## config.mk

```make
export PLATFORM = sky130hd
export DESIGN_NAME = bus_xfer_sequencer
export DESIGN_NICKNAME = d
export VERILOG_FILES = /design/src/rtl/bus_xfer_pkg.sv /design/src/rtl/bus_xfer_fifo.sv /design/src/rtl/bus_xfer_sequencer.sv
export SDC_FILE = /design/constraint.sdc
export NUM_CORES = 1
export LEC_CHECK = 0
export CORE_MARGIN = 1.5
export CORE_UTILIZATION = 50
export DETAILED_ROUTE_END_ITERATION = 10
export PLACE_DENSITY = 0.85
export SYNTH_ARGS = -nofsm -noshare
export SYNTH_HDL_FRONTEND = slang
export SYNTH_HIERARCHICAL = 1
export SYNTH_SLANG_ARGS = --single-unit
```

## constraint.sdc

```tcl
create_clock -name clk -period 2.35 [get_ports clk]
set_clock_uncertainty 0.05 [all_clocks]
set_input_delay 0.3525 -clock clk [delete_from_list [all_inputs] [get_ports clk]]
set_output_delay 0.3525 -clock clk [all_outputs]
set_load 0.01 [all_outputs]
```

## src/rtl/bus_xfer_pkg.sv

```systemverilog
// Shared definitions for the bus transfer sequencer: FSM state encoding and
// default geometry of the register bus.
package bus_xfer_pkg;

  localparam int DEF_NUM_REGS   = 4;
  localparam int DEF_IDX_W      = 2;
  localparam int DEF_FIFO_DEPTH = 4;

  // IDLE waits for work, DRIVE opens the source, LATCH strobes the
  // destination, GAP is the mandatory dead cycle between bus drivers.
  typedef enum logic [1:0] {
    IDLE  = 2'd0,
    DRIVE = 2'd1,
    LATCH = 2'd2,
    GAP   = 2'd3
  } xfer_state_e;

  // Command record at the default index width. The sequencer declares its
  // own copy sized by its IDX_W parameter, since packages cannot be
  // parameterised.
  typedef struct packed {
    logic [DEF_IDX_W-1:0] src;
    logic [DEF_IDX_W-1:0] dst;
  } xfer_cmd_t;

endpackage

```

## src/rtl/bus_xfer_fifo.sv

```systemverilog
// Small synchronous FIFO holding queued transfer commands. The head entry is
// presented combinationally on rdata. Pushes when full and pops when empty
// are ignored.
module bus_xfer_fifo #(
  parameter int WIDTH = 4,
  parameter int DEPTH = 4
) (
  input  logic                     clk,
  input  logic                     rst_n,
  input  logic                     push,
  input  logic [WIDTH-1:0]         wdata,
  input  logic                     pop,
  output logic [WIDTH-1:0]         rdata,
  output logic                     full,
  output logic                     empty,
  output logic [$clog2(DEPTH):0]   count
);

  localparam int PW = $clog2(DEPTH);
  localparam int CW = PW + 1;

  logic [WIDTH-1:0] mem [DEPTH];
  logic [PW-1:0]    wr_ptr;
  logic [PW-1:0]    rd_ptr;
  logic             do_push;
  logic             do_pop;

  assign full    = (count == CW'(DEPTH));
  assign empty   = (count == '0);
  assign do_push = push && !full;
  assign do_pop  = pop && !empty;
  assign rdata   = mem[rd_ptr];

  // Storage array; contents need no reset because count guards every read.
  always_ff @(posedge clk) begin
    if (do_push) mem[wr_ptr] <= wdata;
  end

  // Pointers wrap naturally because DEPTH is a power of two.
  always_ff @(posedge clk or negedge rst_n) begin
    if (!rst_n) begin
      wr_ptr <= '0;
      rd_ptr <= '0;
      count  <= '0;
    end else begin
      if (do_push) wr_ptr <= wr_ptr + PW'(1);
      if (do_pop)  rd_ptr <= rd_ptr + PW'(1);
      case ({do_push, do_pop})
        2'b10:   count <= count + CW'(1);
        2'b01:   count <= count - CW'(1);
        default: count <= count;
      endcase
    end
  end

endmodule

```

## src/rtl/bus_xfer_sequencer.sv

```systemverilog
// Sequences register-to-register transfers over the shared bus: queues
// (src,dst) commands and drives one-hot enable/latch strobes with a dead
// cycle between successive bus drivers.
// Optional feature macro BUS_XFER_CHECK_EN: when defined, commands with
// src==dst or an out-of-range index are dropped and flagged on err.
module bus_xfer_sequencer
  import bus_xfer_pkg::*;
#(
  parameter int NUM_REGS   = DEF_NUM_REGS,
  parameter int IDX_W      = DEF_IDX_W,
  parameter int FIFO_DEPTH = DEF_FIFO_DEPTH
) (
  input  logic                clk,
  input  logic                rst_n,
  input  logic                req_valid,
  input  logic [IDX_W-1:0]    req_src,
  input  logic [IDX_W-1:0]    req_dst,
  output logic                req_ready,
  output logic [NUM_REGS-1:0] enable,
  output logic [NUM_REGS-1:0] latch,
  output logic                busy,
  output logic                done,
  output logic                err
);

  localparam int CW = $clog2(FIFO_DEPTH) + 1;

  typedef struct packed {
    logic [IDX_W-1:0] src;
    logic [IDX_W-1:0] dst;
  } cmd_t;

  cmd_t            req_cmd;
  cmd_t            head_cmd;
  cmd_t            cmd_q;
  xfer_state_e     state;
  logic            full;
  logic            empty;
  logic [CW-1:0]   count;
  logic [CW-1:0]   count_nxt;
  logic            accept;
  logic            cmd_ok;
  logic            reject;
  logic            push;
  logic            pop;
  logic            queue_busy_nxt;
  logic [NUM_REGS-1:0] src_oh;
  logic [NUM_REGS-1:0] dst_oh;

  assign req_cmd   = '{src: req_src, dst: req_dst};
  assign req_ready = !full;
  assign accept    = req_valid && !full;

`ifdef BUS_XFER_CHECK_EN
  // Reject self-transfers and indices that address no register.
  always_comb begin
    cmd_ok = (req_src != req_dst)
          && ({1'b0, req_src} < (IDX_W+1)'(NUM_REGS))
          && ({1'b0, req_dst} < (IDX_W+1)'(NUM_REGS));
  end
  assign reject = accept && !cmd_ok;
`else
  assign cmd_ok = 1'b1;
  assign reject = 1'b0;
`endif

  assign push = accept && cmd_ok;
  assign pop  = !empty && ((state == IDLE) || (state == GAP));

  // Queue occupancy after this edge, so busy can be registered alongside the FSM.
  assign count_nxt      = count + CW'(push) - CW'(pop);
  assign queue_busy_nxt = (count_nxt != '0);

  bus_xfer_fifo #(
    .WIDTH ($bits(cmd_t)),
    .DEPTH (FIFO_DEPTH)
  ) u_fifo (
    .clk   (clk),
    .rst_n (rst_n),
    .push  (push),
    .wdata (req_cmd),
    .pop   (pop),
    .rdata (head_cmd),
    .full  (full),
    .empty (empty),
    .count (count)
  );

  // Decode the active command into strobes; out-of-range indices give zero.
  always_comb begin
    src_oh = '0;
    dst_oh = '0;
    for (int i = 0; i < NUM_REGS; i++) begin
      src_oh[i] = (cmd_q.src == IDX_W'(i));
      dst_oh[i] = (cmd_q.dst == IDX_W'(i));
    end
  end

  // Transfer FSM with registered strobes; each state's action lands at the edge leaving it.
  always_ff @(posedge clk or negedge rst_n) begin
    if (!rst_n) begin
      state  <= IDLE;
      cmd_q  <= '0;
      enable <= '0;
      latch  <= '0;
      done   <= 1'b0;
      err    <= 1'b0;
      busy   <= 1'b0;
    end else begin
      done <= 1'b0;
      err  <= reject;
      case (state)
        IDLE: begin
          if (!empty) begin
            cmd_q <= head_cmd;
            state <= DRIVE;
            busy  <= 1'b1;
          end else begin
            busy  <= queue_busy_nxt;
          end
        end
        DRIVE: begin
          enable <= src_oh;
          state  <= LATCH;
          busy   <= 1'b1;
        end
        LATCH: begin
          latch <= dst_oh;
          state <= GAP;
          busy  <= 1'b1;
        end
        GAP: begin
          enable <= '0;
          latch  <= '0;
          done   <= 1'b1;
          if (!empty) begin
            cmd_q <= head_cmd;
            state <= DRIVE;
            busy  <= 1'b1;
          end else begin
            state <= IDLE;
            busy  <= queue_busy_nxt;
          end
        end
        default: begin
          enable <= '0;
          latch  <= '0;
          state  <= IDLE;
        end
      endcase
    end
  end

endmodule

```

# Yosys cells after proc, flatten, opt, wreduce, memory -nomap -nowiden
# Memory sizes are Yosys's and may differ from the RTL's. A register that Yosys moved wholly into a read port is not among the register bits.
# Index checks and enable logic that the tools add are counted.
# W data, S select, Z words.
dict set report word_totals {
  ff_bits 19
  ramBits 16
  output_inout_bits 12
  elab_cells 59
  n_memories 1
}
dict set report classes {
  addsub 6
  n_eq_ne 13
  muxes 11
  n_bitwise 1
  reduce_logical 19
}
# name words width read_ports rd_ports_with_merged_regs wr line_no
set memory_table {}
lappend memory_table {u_fifo.mem 4 4 1 1 1 bus_xfer_fifo.sv:22} ;# logic [WIDTH-1:0] mem [DEPTH];
# op count
set op_table {}
lappend op_table {{$pmux W4 S2} 2}
lappend op_table {{$eq A2 B2 Y1 const B} 7}
lappend op_table {{$eq A2 B1 Y1 const B} 4}
lappend op_table {{$pmux W2 S4} 1}
lappend op_table {{$logic_not A2 Y1} 3}
lappend op_table {{$pmux W3 S2} 1}
lappend op_table {{$reduce_bool A2 Y1} 3}
lappend op_table {{$mux W1} 5}
lappend op_table {{$add A2 B1 Y2 const B} 2}
lappend op_table {{$logic_and A1 B1 Y1} 4}
lappend op_table {{$reduce_or A2 Y1} 2}
lappend op_table {{$add A3 B1 Y3} 1}
lappend op_table {{$add A3 B1 Y3 const B} 1}
lappend op_table {{$eq A3 B3 Y1 const B} 1}
lappend op_table {{$logic_not A1 Y1} 3}
lappend op_table {{$logic_not A3 Y1} 1}
lappend op_table {{$reduce_bool A3 Y1} 1}
lappend op_table {{$sub A3 B1 Y3} 1}
lappend op_table {{$sub A3 B1 Y3 const B} 1}
lappend op_table {{$mux W2} 1}
lappend op_table {{$ne A2 B2 Y1 const B} 1}
lappend op_table {{$pmux W1 S2} 1}
lappend op_table {{$reduce_and A2 Y1} 1}
lappend op_table {{$logic_or A1 B1 Y1} 1}
lappend op_table {{$not A1 Y1} 1}

# Logic depth before layout (Yosys ltp)
# Gate-level depths: netlist of the first run.
dict set report depth {
  depth_word 8
  depth_mapped 10
}

# Modules after synthesis
# Netlist of the first run, hierarchy kept.
# mod instances cells_each area_each_um2
set by_module_without_submodules {}
lappend by_module_without_submodules {bus_xfer_fifo 1 58 1017.2}
lappend by_module_without_submodules {bus_xfer_sequencer 1 75 853.3}

# Least setup slack after synthesis of the first run
# No wires, ideal clock.
dict set report synth_path {
  path_type {reg2reg}
  start {register u_fifo.count[0]}
  end {register busy}
  arrival_ns 2.359
  required_ns 2.170
  path_slack_ns -0.188
  path_stages_with_launch 9
  path_buffers 0
  cell_sequence {dfrtp_1 nor3_1 nor2_4 ha_1 inv_1 ha_1 fa_1 nor4b_1 nand2_1}
}
dict set report synth_via {
  word_cells_on_any_way 11
}
# item line_no
set synth_rtl {}
lappend synth_rtl {{start, declared} bus_xfer_fifo.sv:16} ;# output logic [$clog2(DEPTH):0] count
lappend synth_rtl {{start signal, assigned} bus_xfer_fifo.sv:49} ;# 2'b10: count <= count + CW'(1);
lappend synth_rtl {{start signal, assigned} bus_xfer_fifo.sv:50} ;# 2'b01: count <= count - CW'(1);
lappend synth_rtl {{start signal, assigned} bus_xfer_fifo.sv:51} ;# default: count <= count;
lappend synth_rtl {{$logic_not A3 Y1} bus_xfer_fifo.sv:29} ;# assign empty = (count == '0);
lappend synth_rtl {{net empty} bus_xfer_sequencer.sv:38} ;# logic empty;
lappend synth_rtl {{$logic_not A1 Y1} bus_xfer_sequencer.sv:68} ;# assign pop = !empty && ((state == IDLE) || (state == GAP));
lappend synth_rtl {{$logic_and A1 B1 Y1} bus_xfer_sequencer.sv:68}
lappend synth_rtl {{net pop} bus_xfer_sequencer.sv:45} ;# logic pop;
lappend synth_rtl {{$sub A3 B1 Y3} bus_xfer_sequencer.sv:71} ;# assign count_nxt = count + CW'(push) - CW'(pop);
lappend synth_rtl {{$reduce_bool A3 Y1} bus_xfer_sequencer.sv:72} ;# assign queue_busy_nxt = (count_nxt != '0);
lappend synth_rtl {{$mux W1} {bus_xfer_sequencer.sv:114, bus_xfer_sequencer.sv:136}}
lappend synth_rtl {{$pmux W1 S2} bus_xfer_sequencer.sv:112} ;# case (state)
lappend synth_rtl {{end signal, assigned} bus_xfer_sequencer.sv:119} ;# busy <= queue_busy_nxt;
lappend synth_rtl {{end signal, assigned} bus_xfer_sequencer.sv:142} ;# busy <= queue_busy_nxt;
lappend synth_rtl {{end, declared} bus_xfer_sequencer.sv:21} ;# output logic busy,
# The timed path passes the listed nets, and every way through them passes these cells.
# A chain may end at the register's enable or synchronous reset.

# Worst setup path in the final report of the first run
dict set report layout_path {
  start {register state[1]}
  end {register busy}
}
dict set report layout_via {
  elab_chain_cells 7
  word_cells_on_any_way 12
}
# item line_no
set layout_lines {}
lappend layout_lines {{start, declared} bus_xfer_sequencer.sv:36} ;# xfer_state_e state;
lappend layout_lines {{start signal, assigned} bus_xfer_sequencer.sv:102} ;# state <= IDLE;
lappend layout_lines {{start signal, assigned} bus_xfer_sequencer.sv:116} ;# state <= DRIVE;
lappend layout_lines {{start signal, assigned} bus_xfer_sequencer.sv:124} ;# state <= LATCH;
lappend layout_lines {{$eq A2 B2 Y1 / $logic_not A2 Y1 (equally long branches)} bus_xfer_sequencer.sv:68}
lappend layout_lines {{$logic_or A1 B1 Y1 *} bus_xfer_sequencer.sv:68}
lappend layout_lines {{$logic_and A1 B1 Y1 *} bus_xfer_sequencer.sv:68}
lappend layout_lines {{net pop} bus_xfer_sequencer.sv:45}
lappend layout_lines {{$sub A3 B1 Y3 *} bus_xfer_sequencer.sv:71}
lappend layout_lines {{$reduce_bool A3 Y1 *} bus_xfer_sequencer.sv:72}
lappend layout_lines {{$mux W1 *} {bus_xfer_sequencer.sv:114, bus_xfer_sequencer.sv:136}}
lappend layout_lines {{$pmux W1 S2 *} bus_xfer_sequencer.sv:112}
# The timed path passes the listed nets; every way through them passes the cells marked *.

==> impl_metrics.py, run 1 <==
metrics = {
    "routing": {
        "avgViaCountPerCell": 4.95,
        "wl_mm": 3.09,
        "ant_nets": 0,
        "vias": 1069,
        "firstDrtPassIters": 4,
        "drt_iter0_drc": 29,
        "post-route-drc-count": 0,
        "routedWlPerCell_microns": 14.3,
    },
    "logic_synthesis": {
        "synth_edf_count": 16,
        "synth_area_leaders": "dfrtp_1 31%, edfxtp_1 26%, ha_1 8.0%, mux4_2 4.8%, mux2_4 4.0%",
        "syn_nets": 154,
        "async_flop_share_pct": 59.0,
        "syn-mean-instance-area_sq_um": 14.1,
        "synth.yosys.seq_area_share_pct": 56.5,
        "postSynthCellCount": 133,
        "yosys.cell_count.top_type": "dfrtp_1",
        "synth_top_area_share_pct": 30.8,
        "synth-warning-count": 6,
        "synth_common_cells": "23 x dfrtp_1, 16 x edfxtp_1, 13 x inv_1, 12 x ha_1",
        "synth_top_area_cell": "dfrtp_1",
        "synthFlopType": "dfrtp_1",
        "synth-seq-cells": 39,
        "synthDistinctLibCells": 33,
        "syn-cell-area_sq_um": 1870,
    },
    "worst_setup_path": {
        "crit_type": "flip-flop to flip-flop",
        "cp.buffers_inverters": 2,
        "r2r_slack_ns": 0.07,
        "path_cells": "inv_2 -> ha_4 -> nor2_4 -> ha_4 -> inv_4 -> ha_4 -> fa_1 -> nor4b_2 -> nand2_1",
        "crit_cells": 9,
        "arrival_ns": 2.41,
        "timing.rr.start": "state[1]",
        "worstPathMaxFanout": 4,
        "cp_slowest_cell": "fa_1",
        "required_ns": 2.48,
        "setup.worst_path.end_class": "flip-flop",
        "endpoint": "busy",
        "cpPeakStageDelay_ns": 0.46,
        "worst-r2r-cell-count": 9,
        "critical-path-top-delay-family": "adder cells",
        "startpoint": "state[1]",
        "start_kind": "flip-flop",
        "crit_top_cell": "ha_4",
        "r2r-end": "busy",
    },
    "placed_design": {
        "pre_cts_ws_ns": -0.163,
        "hpwlAfterDp_mm": 2.20,
        "dp_cells": 204,
        "gp_congestion": 0.703,
        "port_buffers": 17,
    },
    "timing": {
        "maxSlewViolCount": 0,
        "fmax_mhz": 439,
        "fin_ws_ns": 0.0698,
        "finalSetupTns_ns": 0,
        "post-route-min-period_ns": 2.28,
        "setup_viol": 0,
        "rsz0062_at_grt": "yes",
        "timing.hold.ws_ns": 0.364,
        "hold_violations": 0,
        "finalCritPeriodShare_pct": 97.0,
    },
    "global_routing": {
        "grt_overflow_total": 0,
        "use_met3_pct": 3.87,
        "grt_pass1_vias": 1145,
        "grt_busiest_layer": "met2",
        "gr-usage-all-layers_pct": 16.8,
        "grt_util_met1_pct": 19.0,
        "use_met2_pct": 29.9,
        "grt_pass1_wl_mm": 5.15,
        "grt_max_degree": 24,
        "antenna_found_initial": 0,
    },
    "pwr": {
        "power.total_mw": 3.70,
        "p_leak_nw": 0.974,
        "p_per_area_nw_per_um2": 1560,
        "ir_drop_v": 0.000993,
    },
    "cts": {
        "clock_path_buffers": 2,
        "cts_num_sinks": 39,
        "path_clk_slew_ns": 0.07,
        "h-tree-depth": 2,
        "clock_latency_ns": 0.29,
        "root_buffer": "clkbuf_8",
        "cts_tree": "done",
        "numCtsBuffers": 5,
        "holdBufCountCts": 0,
    },
    "floorplan": {
        "pin_count": 19,
        "die_w_microns": 64.2,
        "die_area_sq_um": 4120,
        "coreArea_sq_um": 3630,
        "die_y_microns": 64.2,
        "rows": 22,
        "start_util_pct": 51.5,
    },
    "layout": {
        "nNetsFinal": 188,
        "fill_cells": 277,
        "drive_above_1_share_pct": 27.4,
        "final-seq-area_sq_um": 1060,
        "diodes": 0,
        "syn2layout_area_growth_pct": 26.5,
        "multiInputGateArea_sq_um": 820,
        "final_cells": 216,
    },
    "outcome": {
        "status": "finished clean",
    },
    "flow_run": {
        "maxCapViolCount": 0,
    },
    "hold_path": {
        "hp-class": "primary input to async pin",
    },
}
==> what timing repair did <==
action,CTS,global route
resized for setup,0,12
endpoints found under the setup margin,0,2
setup buffers,0,4
hold endpoints to repair,0,0
==> through the flow <==
| step | util (%) | cell area, sq um |
|---|---|---|
| 6_report | 65.1 | 2370 |
| 4_1_cts | 62.7 | 2280 |
| 3_5_place_dp | 59.7 | 2170 |
| 5_1_grt | 65.1 | 2370 |
| 3_3_place_gp | 59.7 | 2170 |
| 2_1_floorplan | - | 1890 |
==> placed cells by master, fill, tap and decap left out, types with 4 or more instances in the layout <==
master / instances
nor2_1: 5
clkbuf_8: 5
nand3b_1: 4
mux2_4: 5
clkdlybuf4s50_1: 17
ha_1: 8
mux4_2: 4
xnor2_1: 5
nand2b_1: 6
edfxtp_1: 16
ha_4: 4
nand2_1: 4
inv_1: 11
buf_4: 13
dfrtp_1: 22
a21oi_1: 6
==> worst min path at each step <==
stage,cells after the start,startpoint,slack (ns),to
floorplan,0,rst_n,0.007,busy
global placement,2,enable[0],0.45,enable[0]
detailed placement,2,enable[1],0.48,enable[1]
CTS,2,rst_n,0.36,u_fifo/wr_ptr[0]
global route,2,rst_n,0.38,latch[1]
finish,2,rst_n,0.36,cmd_q[2]
==> state kept, by name (all words and copies together) (netlist names), 2 cells and up <==
| signal | cells |
|---|---|
| cmd_q | 4 |
| enable | 4 |
| latch | 4 |
| state | 2 |
| u_fifo/count | 3 |
| u_fifo/mem | 16 |
| u_fifo/rd_ptr | 2 |
| u_fifo/wr_ptr | 2 |
==> area by class of cell <==
type / count / area share, %
Timing Repair Buffer: 30 / 11.3
Inverter: 13 / 2.17
Sequential cell: 39 / 44.7
Multi-Input combinational cell: 78 / 34.6
Clock buffer: 6 / 3.07
Tap cell: 48 / 2.54
Clock inverter: 2 / 1.59
==> routing by layer <==
layer | vias to the layer above | part of all wire, %
li1 | 522 | -
met3 | 5 | 2.7
met4 | 0 | 1.7
met2 | 20 | 55
met1 | 522 | 40
met5 | - | 0
==> power by group <==
group          leakage, nW  internal [mW]  switching [mW]
registers            0.427          0.968           0.217
logic                0.495           1.13           0.836
clock network       0.0514          0.317           0.235
total                0.974           2.41            1.29
==> cell families (layout without fill, tap and decap cells) <==
group	after synthesis	in the layout	synth area share, %
AO/OA/AOI/OAI	10	10	3.34
other	1	1	0.200
XOR/XNOR	8	8	3.75
adder cells (fa/ha/maj)	14	14	10.2
AND/OR/NAND/NOR	33	33	11.8
flip-flops	39	39	56.5
buffers and inverters	16	51	3.88
multiplexers	12	12	10.4
(Power assumes the default switching activity.)
==> inputs of run 2 (changes only) <==
--- a/config.mk
+++ b/config.mk
@@ -9,6 +9,7 @@
 export CORE_UTILIZATION = 50
 export DETAILED_ROUTE_END_ITERATION = 10
 export PLACE_DENSITY = 0.85
+export SKIP_LAST_GASP = 1
 export SYNTH_ARGS = -nofsm -noshare
 export SYNTH_HDL_FRONTEND = slang
 export SYNTH_HIERARCHICAL = 1
==> results of run 2 <==
No change in the layout: final DEF, timing and power equal those of run 1.
==> inputs of run 3 (changes only) <==
--- a/config.mk
+++ b/config.mk
@@ -8,9 +8,9 @@
 export CORE_MARGIN = 1.5
 export CORE_UTILIZATION = 50
 export DETAILED_ROUTE_END_ITERATION = 10
-export PLACE_DENSITY = 0.85
+export PLACE_DENSITY = 0.86
+export REMOVE_ABC_BUFFERS = 1
 export SKIP_LAST_GASP = 1
 export SYNTH_ARGS = -nofsm -noshare
 export SYNTH_HDL_FRONTEND = slang
-export SYNTH_HIERARCHICAL = 1
 export SYNTH_SLANG_ARGS = --single-unit
==> impl_metrics.py, run 3 <==
metrics = {
    "floorplan": {
        "die_area_sq_um": 3950,
        "coreArea_sq_um": 3390,
        "pin_count": 19,
        "die_w_microns": 62.9,
        "die_y_microns": 62.9,
        "start_util_pct": 52.9,
        "rows": 21,
    },
    "placed_design": {
        "dp_cells": 193,
        "gp_congestion": 0.759,
        "hpwlAfterDp_mm": 2.33,
        "dpl-instance-area_sq_um": 2050,
        "pre_cts_ws_ns": -0.0331,
        "port_buffers": 17,
    },
    "logic_synthesis": {
        "synth_area_leaders": "dfrtp_1 32%, edfxtp_1 27%, ha_1 8.4%, mux4_2 5.0%, mux2_2 2.5%",
        "synth.yosys.seq_area_share_pct": 58.9,
        "syn-mean-instance-area_sq_um": 14.1,
        "synth_edf_count": 16,
        "synth_common_cells": "23 x dfrtp_1, 16 x edfxtp_1, 12 x ha_1, 9 x inv_1, 7 x nor2_1",
        "synth_top_area_share_pct": 32.1,
        "postSynthCellCount": 127,
        "synthFlopType": "dfrtp_1",
        "synthDistinctLibCells": 33,
        "async_flop_share_pct": 59.0,
        "synth-seq-cells": 39,
        "synth_top_area_cell": "dfrtp_1",
        "synth-warning-count": 0,
        "yosys.cell_count.top_type": "dfrtp_1",
        "syn-cell-area_sq_um": 1790,
    },
    "layout": {
        "final_common_cell": "dfrtp_1",
        "largest_reg_flops": 16,
        "nNetsFinal": 177,
        "drive_above_1_share_pct": 21.0,
        "postLayoutCoreUtil_pct": 63.6,
        "finalInstanceArea_sq_um": 2160,
        "largest-register": "u_fifo.mem",
        "final-seq-area_sq_um": 1060,
        "diodes": 0,
        "final_cells": 203,
        "final_cell_mix": "22 x dfrtp_1, 17 x clkdlybuf4s50_1, 16 x edfxtp_1",
        "fill_cells": 265,
        "syn2layout_area_growth_pct": 20.3,
        "multiInputGateArea_sq_um": 691,
    },
    "timing": {
        "post-route-min-period_ns": 2.29,
        "finalSetupTns_ns": 0,
        "finalCritPeriodShare_pct": 97.4,
        "rsz0062_at_grt": "yes",
        "maxSlewViolCount": 0,
        "fin_ws_ns": 0.0607,
        "fmax_mhz": 437,
        "hold_violations": 0,
        "setup_viol": 0,
    },
    "worst_setup_path": {
        "startpoint": "u_fifo.count[0]",
        "setup.worst_path.end_class": "output pin",
        "arrival_ns": 1.89,
        "required_ns": 1.95,
        "r2r_slack_ns": 0.06,
        "r2r-end": "busy",
        "endpoint": "req_ready",
        "worstPathMaxFanout": 6,
        "worst-r2r-cell-count": 9,
        "crit_type": "flip-flop to output pin",
        "timing.rr.start": "state[0]",
        "start_kind": "flip-flop",
    },
    "routing": {
        "vias": 1061,
        "wl_mm": 3.21,
        "post-route-drc-count": 0,
        "firstDrtPassIters": 4,
        "avgViaCountPerCell": 5.23,
        "drt_iter0_drc": 39,
        "ant_nets": 0,
        "routedWlPerCell_microns": 15.8,
    },
    "pwr": {
        "ir_drop_v": 0.000788,
        "p_per_area_nw_per_um2": 1410,
        "p_leak_nw": 0.902,
    },
    "flow_run": {
        "maxCapViolCount": 0,
    },
    "cts": {
        "holdBufCountCts": 0,
        "h-tree-depth": 2,
        "cts_tree": "done",
        "clock_latency_ns": 0.34,
        "clock_path_buffers": 2,
        "root_buffer": "clkbuf_4",
        "cts_num_sinks": 39,
        "numCtsBuffers": 5,
        "path_clk_slew_ns": 0.12,
    },
    "global_routing": {
        "gr-usage-all-layers_pct": 18.6,
        "antenna_found_initial": 0,
        "grt_overflow_total": 0,
        "grt_pass1_vias": 1155,
        "grt_pass1_wl_mm": 5.46,
        "grt_max_degree": 24,
    },
    "outcome": {
        "status": "finished clean",
    },
    "hold_path": {
        "hp-class": "primary input to async pin",
    },
}
run 3: stage by stage:
step           power (mW)  hold WS, ns
2_1_floorplan        2.04      0.00691
3_5_place_dp         2.53        0.483
4_1_cts              3.00        0.318
3_3_place_gp         2.41        0.458
6_report             3.05        0.316
5_1_grt              3.28        0.329
run 3: worst max-delay path: stages, from the launching register on:
cell and delay (ns):
dfrtp_2 0.47, or3b_4 0.43, buf_4 0.16, clkdlybuf4s50_1 0.47
run 3: power breakdown:
group / total [mW] / internal, mW / switching [mW]
clock: 0.437 / 0.226 / 0.211
sequential: 1.17 / 0.956 / 0.210
combinational: 1.45 / 0.780 / 0.666
run 3: repair_timing:
item | 4_1_cts | 5_1_grt
resized for setup | 2 | 5
endpoints found under the setup margin | 3 | 3
setup buffers | 1 | 1
pin swaps | 0 | 0
run 3: area by class of cell:
| class | count | area share, % |
|---|---|---|
| Clock buffer | 7 | 2.09 |
| Multi-Input combinational cell | 74 | 32.0 |
| Clock inverter | 1 | 1.39 |
| Tap cell | 46 | 2.67 |
| Inverter | 10 | 1.74 |
| Timing Repair Buffer | 26 | 11.0 |
| Sequential cell | 39 | 49.0 |
run 3: cell families after synthesis:
kind of cell / after synthesis / share of synthesized area, %
buffers and inverters: 14 / 3.56
XOR/XNOR: 6 / 2.93
flip-flops: 39 / 58.9
multiplexers: 12 / 10.1
adder cells (fa/ha/maj): 14 / 10.6
other: 1 / 0.209
AND/OR/NAND/NOR: 31 / 10.5
AO/OA/AOI/OAI: 10 / 3.21
run 3: worst min path at each step:
| stage | depth (start not counted) | from | to |
|---|---|---|---|
| after floorplan | 0 | rst_n | busy |
| after global placement | 2 | latch[0] | latch[0] |
| after detailed placement | 2 | enable[3] | enable[3] |
| after CTS | 2 | rst_n | latch[2] |
| after global routing | 2 | rst_n | latch[2] |
| final | 2 | rst_n | latch[2] |
run 3: per-layer routing:
metal  part of all wire [%]  track usage [%]
met2                     53             32.6
met3                    2.7             3.96
met4                    2.4             10.0
met1                     42             21.1
met5                      0                0
